`config.mk`:
```
export PLATFORM = sky130hd
export DESIGN_NAME = data_bus_arbiter
export DESIGN_NICKNAME = d
export VERILOG_FILES = /design/src/rtl/data_bus_arbiter.sv
export SDC_FILE = /design/constraint.sdc
export NUM_CORES = 1
export LEC_CHECK = 0
export CORE_AREA = 4 4 106 108
export DETAILED_ROUTE_END_ITERATION = 8
export DIE_AREA = 0 0 110 112
export MAX_ROUTING_LAYER = met4
export PLACE_DENSITY = 0.72
export SLEW_MARGIN = 20
export SYNTH_ARGS = -nofsm -noshare
export SYNTH_HDL_FRONTEND = slang
export SYNTH_SLANG_ARGS = --single-unit
export TNS_END_PERCENT = 100
```
`constraint.sdc`:
```
create_clock -name clk -period 5.9 [get_ports clk]
set_clock_uncertainty 0.15 [all_clocks]
set_input_delay 1.77 -clock clk [delete_from_list [all_inputs] [get_ports clk]]
set_output_delay 1.77 -clock clk [all_outputs]
set_load 0.1 [all_outputs]
```
`src/rtl/data_bus_arbiter.sv`:
```
// Two-master, single-slave data bus arbiter with m1 bus locking and a one-cycle registered read return.
// Define ARB_ROUND_ROBIN_EN for round-robin contention; otherwise m0 has fixed priority.
module data_bus_arbiter #(
  parameter int ADDR_W   = 10,
  parameter int DATA_W   = 32,
  parameter int MAX_LOCK = 8
) (
  input  logic              clk,
  input  logic              rst,
  input  logic              m0_req,
  input  logic              m0_write,
  input  logic [ADDR_W-1:0] m0_addr,
  input  logic [DATA_W-1:0] m0_wdata,
  input  logic [3:0]        m0_width,
  input  logic              m1_req,
  input  logic              m1_write,
  input  logic [ADDR_W-1:0] m1_addr,
  input  logic [DATA_W-1:0] m1_wdata,
  input  logic [3:0]        m1_width,
  input  logic              m1_lock,
  output logic              m0_gnt,
  output logic              m1_gnt,
  output logic              m0_rvalid,
  output logic              m1_rvalid,
  output logic [DATA_W-1:0] m0_rdata,
  output logic [DATA_W-1:0] m1_rdata,
  output logic [ADDR_W-1:0] bus_address,
  output logic [DATA_W-1:0] bus_data_out,
  output logic [3:0]        bus_width,
  output logic              bus_write,
  input  logic [DATA_W-1:0] rom_rdata,
  input  logic [DATA_W-1:0] ram_rdata
);

  localparam logic [7:0] LOCK_MAX = 8'(MAX_LOCK);

  typedef enum logic [1:0] {GNT_NONE, GNT_M0, GNT_M1} gnt_e;

  gnt_e       gnt_sel;
  logic       locked;
  logic [7:0] lock_cnt;
  logic       rvalid_q;
  logic       rsel_q;
  logic       rown_q;
  logic       normal_m1;

`ifdef ARB_ROUND_ROBIN_EN
  logic owner_last;
  // rr_fresh gives m0 the first contended beat after reset, since owner_last resets to 0.
  logic rr_fresh;

  always_comb normal_m1 = !rr_fresh && !owner_last;
`else
  always_comb normal_m1 = 1'b0;
`endif

  // NOTE: every always_comb output gets a default first so no path leaves it unassigned (no latch).
  always_comb begin
    gnt_sel = GNT_NONE;
    if (locked && m1_req && (lock_cnt < LOCK_MAX))
      gnt_sel = GNT_M1;
    else if (locked && (lock_cnt == LOCK_MAX) && m0_req)
      gnt_sel = GNT_M0;
    else if (m0_req && m1_req)
      gnt_sel = normal_m1 ? GNT_M1 : GNT_M0;
    else if (m0_req)
      gnt_sel = GNT_M0;
    else if (m1_req)
      gnt_sel = GNT_M1;
  end

  assign m0_gnt = (gnt_sel == GNT_M0);
  assign m1_gnt = (gnt_sel == GNT_M1);

  always_comb begin
    bus_write    = 1'b0;
    bus_address  = '0;
    bus_data_out = '0;
    bus_width    = '0;
    case (gnt_sel)
      GNT_M0: begin
        bus_write    = m0_write;
        bus_address  = m0_addr;
        bus_data_out = m0_wdata;
        bus_width    = m0_width;
      end
      GNT_M1: begin
        bus_write    = m1_write;
        bus_address  = m1_addr;
        bus_data_out = m1_wdata;
        bus_width    = m1_width;
      end
      default: ;
    endcase
  end

  // NOTE: sequential state uses non-blocking assignments so every flop samples pre-edge values.
  always_ff @(posedge clk) begin
    if (rst) begin
      rvalid_q <= 1'b0;
      rsel_q   <= 1'b0;
      rown_q   <= 1'b0;
      locked   <= 1'b0;
      lock_cnt <= '0;
`ifdef ARB_ROUND_ROBIN_EN
      owner_last <= 1'b0;
      rr_fresh   <= 1'b1;
`endif
    end else begin
      rvalid_q <= (gnt_sel != GNT_NONE) && !bus_write;
      if (gnt_sel != GNT_NONE) begin
        rsel_q <= bus_address[ADDR_W-1];
        rown_q <= (gnt_sel == GNT_M1);
      end

      if (gnt_sel == GNT_M0) begin
        locked   <= 1'b0;
        lock_cnt <= '0;
      end else if (gnt_sel == GNT_M1) begin
        if (m1_lock) begin
          locked <= 1'b1;
          if (lock_cnt < LOCK_MAX) lock_cnt <= lock_cnt + 8'd1;
        end else begin
          locked   <= 1'b0;
          lock_cnt <= '0;
        end
      end else if (locked && !m1_req) begin
        locked   <= 1'b0;
        lock_cnt <= '0;
      end

`ifdef ARB_ROUND_ROBIN_EN
      if (gnt_sel != GNT_NONE) begin
        owner_last <= (gnt_sel == GNT_M1);
        rr_fresh   <= 1'b0;
      end
`endif
    end
  end

  always_comb begin
    m0_rvalid = rvalid_q && !rown_q;
    m1_rvalid = rvalid_q && rown_q;
    m0_rdata  = '0;
    m1_rdata  = '0;
    if (m0_rvalid) m0_rdata = rsel_q ? ram_rdata : rom_rdata;
    if (m1_rvalid) m1_rdata = rsel_q ? ram_rdata : rom_rdata;
  end

endmodule
```
==> results.txt <==
- Result of the run: completed
- Effective utilization at floorplan: ~17%
- Synthesized instance count: ~240
* Post-route fraction of the period consumed by the critical path: 95.7%
- Row generation in the floorplan step produced 37 rows.
- Via count of the first global-routing pass: roughly 2900
* Diode count: 0
* Global routing usage on met3: between 2 and 3%
- VDD IR-drop max: slightly above 0.1 mV
- CTS H-tree depth: 1
- Sort of element at the start of the critical path: input pin
* Total Power: about 800 uW
- Total Neg Setup Slack: 0 ps
- In the synthesized netlist the async set-or-reset flop fraction comes to 0%.
* Number of hold violations in the final report: 0
- The netlist uses 39 different library cells.
- TritonCTS clock tree: done
- Counting flops with a built-in enable in the synthesized netlist gives 0.
* Type of the worst min-delay path: register to register
- Post-detailed-placement cell area: around 5000 sq um
- Highest achievable clock rate: 177 MHz
* IO buf count: ~280
- The critical path starts at m1_req.
- Post-CTS Setup Inserts: 0
* Clock latency on the worst-skew pair: approximately 230 ps
- The die covers 12300 sq um.
- Summing over every cut layer, the via total after detailed routing is ~2800.
- Slowest-stage cell, CP: sky130_fd_sc_hd__clkdlybuf4s50_1
* Routing usage on met2: ~30%
* Number of fill cells in the layout: slightly above 900
- Number of clock sinks: 12
- Power share of the clock group: under 10%
- Most prevalent standard cell on the critical path: sky130_fd_sc_hd__buf_12
* Proportion of layout cells with a drive suffix above 1: around a quarter
* Mapped Nets: between 400 and 500
- In this run the worst path has a maximum fanout of 31.
- The signal on the critical path passes through clkdlybuf4s50_1 -> and4bb_2 -> a21o_1 -> buf_12 -> a22o_1 -> buf_12.
- After global routing, the most crowded layer is met2.
- Global routing used around 17% of the available met1 tracks.
- In this run the deepest clock path goes through 2 buffers.
- Sum of net half-perimeters after detailed placement: approximately 9400 um
- Wirelength per Cell: around 17 um
- Total grt overflow: 0
- The startpoint identified for the worst hold timing path is lock_cnt[5].
- Leaving out fill and tap cells, the most frequent cells in the layout are sky130_fd_sc_hd__clkdlybuf4s50_1 (164), sky130_fd_sc_hd__nor2_1 (68), sky130_fd_sc_hd__buf_4 (68).
* Post-synthesis average cell area: ~7.2 sq um
- Share of power burned in registers: a little under an eighth
* Switching fraction of total power: a little over half
- Setup repair after global routing missed its margin: false
- Final Instance Area: 5000 sq um
- Startpoint of the worst register-to-register path: lock_cnt[4]
- Num ports: roughly 280
* CTS root buf: sky130_fd_sc_hd__clkbuf_8
- During synthesis, Yosys emitted a total of 0 warnings.
- GP Congestion: between 0.8 and 0.9
- After detailed routing, the number of vias per cell comes to between 4 and 5.
- Wires add up to ~11000 um.
* Router iterations before antenna repair: 6
* Largest stage delay on the critical path: ~640 ps
- Overall die width: between 100 and 150 um
* Combined area of all synthesized cells: 1720 sq um
* Post-CTS Hold Fix Bufs: 0
- Once detail routing completed, the nets flagged for antenna violations numbered 0.
- In the synthesized netlist the dominant register cell turns out to be sky130_fd_sc_hd__dfxtp_1.
* DIE HEIGHT: between 100 and 150 um
- Entering global routing, the biggest net connects 50 pins.
- Combinational power share: roughly 80%
- The internal portion of the total power is about 390 uW.
- Data arrival time of the critical path: ~3700 ps
* Required time reported for the critical path endpoint: 3980 ps
- The number of antenna violations at the first check in global routing came to 0.
- In this run, post-CTS repair resized a total of 0 instances.
* Clock transition at path regs: roughly 50 ps
* Proportion of synthesized chip area in sequential cells: about 14%
- The synthesized design contains 12 register bits.
- Remaining max-slew budget at the tightest pin: 32.8%
- # nets final: roughly 670
* Static leakage: around 0.0022 uW
- For the finished layout, the period the worst path requires is about 5600 ps.
- Setup CP Type: input pin to primary output
- The detailed router finished its first iteration with 110 violations.
* Placeable core area: 10200 sq um
- Slew at the pin closest to its max-slew limit: approximately 1000 ps
- Hold timing on the final database bottoms out at a slack of 355 ps.
* Area delta synth->final: 191%
- The first global-routing pass estimated 15100 um of wire.
- The tool flagged a number of max-cap violations equal to 0.
- Overall global routing resource usage: 16.0%
- TritonCTS created 3 clock buffers.
* Worst-case setup slack after placement: roughly 240 ps
* DRC violation count after routing: 0
- Setup violations remaining at the end of the flow were counted as 0.
* Endpoint kind of the worst setup timing path: primary output
- Setup slack on the critical path of the routed design comes to about 250 ps.
- Power per Cell Area: about 160 nW/um^2
- The library cell used most frequently in the layout, excluding fill and tap cells, is sky130_fd_sc_hd__clkdlybuf4s50_1.
* Count of pins over their slew limit: 0
- Net switching power: around 430 uW
-- cell usage after synthesis, drive strengths merged (3+ instances only) --
cell type,number,share of area [%]
nor2,68,15
a22o,47,24
mux2i,32,19
buf,12,4.2
dfxtp,12,14
clkbuf,11,2.4
inv,6,1.3
a21oi,5,1.5
nand3,5,1.5
nand2b,4,1.5
and2,3,1.1
nand2,3,0.66
nor3,3,1.2
-- power by group through the flow --
| stage | sequential (uW) | clock, uW | combinational (uW) |
|---|---|---|---|
| finish | 91.9 | 69.6 | 653 |
| global route | 92.3 | 77.6 | 673 |
| CTS | 91.8 | 73.4 | 657 |
| detailed placement | 93.4 | 0 | 656 |
| global placement | 93.5 | 0 | 653 |
| floorplan | 85.8 | 0 | 383 |
-- registers in the layout, indices dropped and copies added (netlist names) --
register and count:
lock_cnt 8, locked 1, rown_q 1, rsel_q 1, rvalid_q 1
-- path summary, 6_finish.rpt --
check / cells after the start / slack [ps] / endpoint
hold / removal: 1 / 360 / lock_cnt[5]
setup / recovery: 6 / 250 / bus_data_out[11]
hold reg to reg: 1 / 360 / lock_cnt[5]
setup reg to reg: 5 / 4090 / rsel_q
-- layer usage --
layer  wire, um  up-vias
met1       4140     1280
met3        895       12
met5          0        -
met4        168        0
met2       5480      152
li1           -     1391
-- kinds of logic (layout without fill, tap and decap cells) --
family,Yosys count,count (layout),synth area share (%)
muxes,32,32,18.7
DFF,12,12,14.0
and+or+nand+nor,96,96,25.1
AOI/OAI and AO/OA,67,67,32.9
buffers and inverters,29,292,7.87
adders and majority gates,2,2,1.46
-- layout make-up --
cell class	count	area (sq um)	share of cell area, %
repair buffers	283	3170	63.5
multi-input cells	197	1350	27.0
flip-flops and latches	12	241	4.83
well taps	136	170	3.41
clock buffers	3	41.3	0.826
inverters	6	22.5	0.451
-- through the flow --
stage	util, %	instances
2_1_floorplan	-	238
3_3_place_gp	48.4	634
3_5_place_dp	48.4	634
4_1_cts	48.8	637
5_1_grt	48.8	637
6_report	48.8	637
-- worst max-delay path, delay by kind of cell --
kind	cells	cell delay, ps
simple gates	1	340
compound gates	2	550
buf+inv	3	1060
Power figures use the tool's default switching activity.
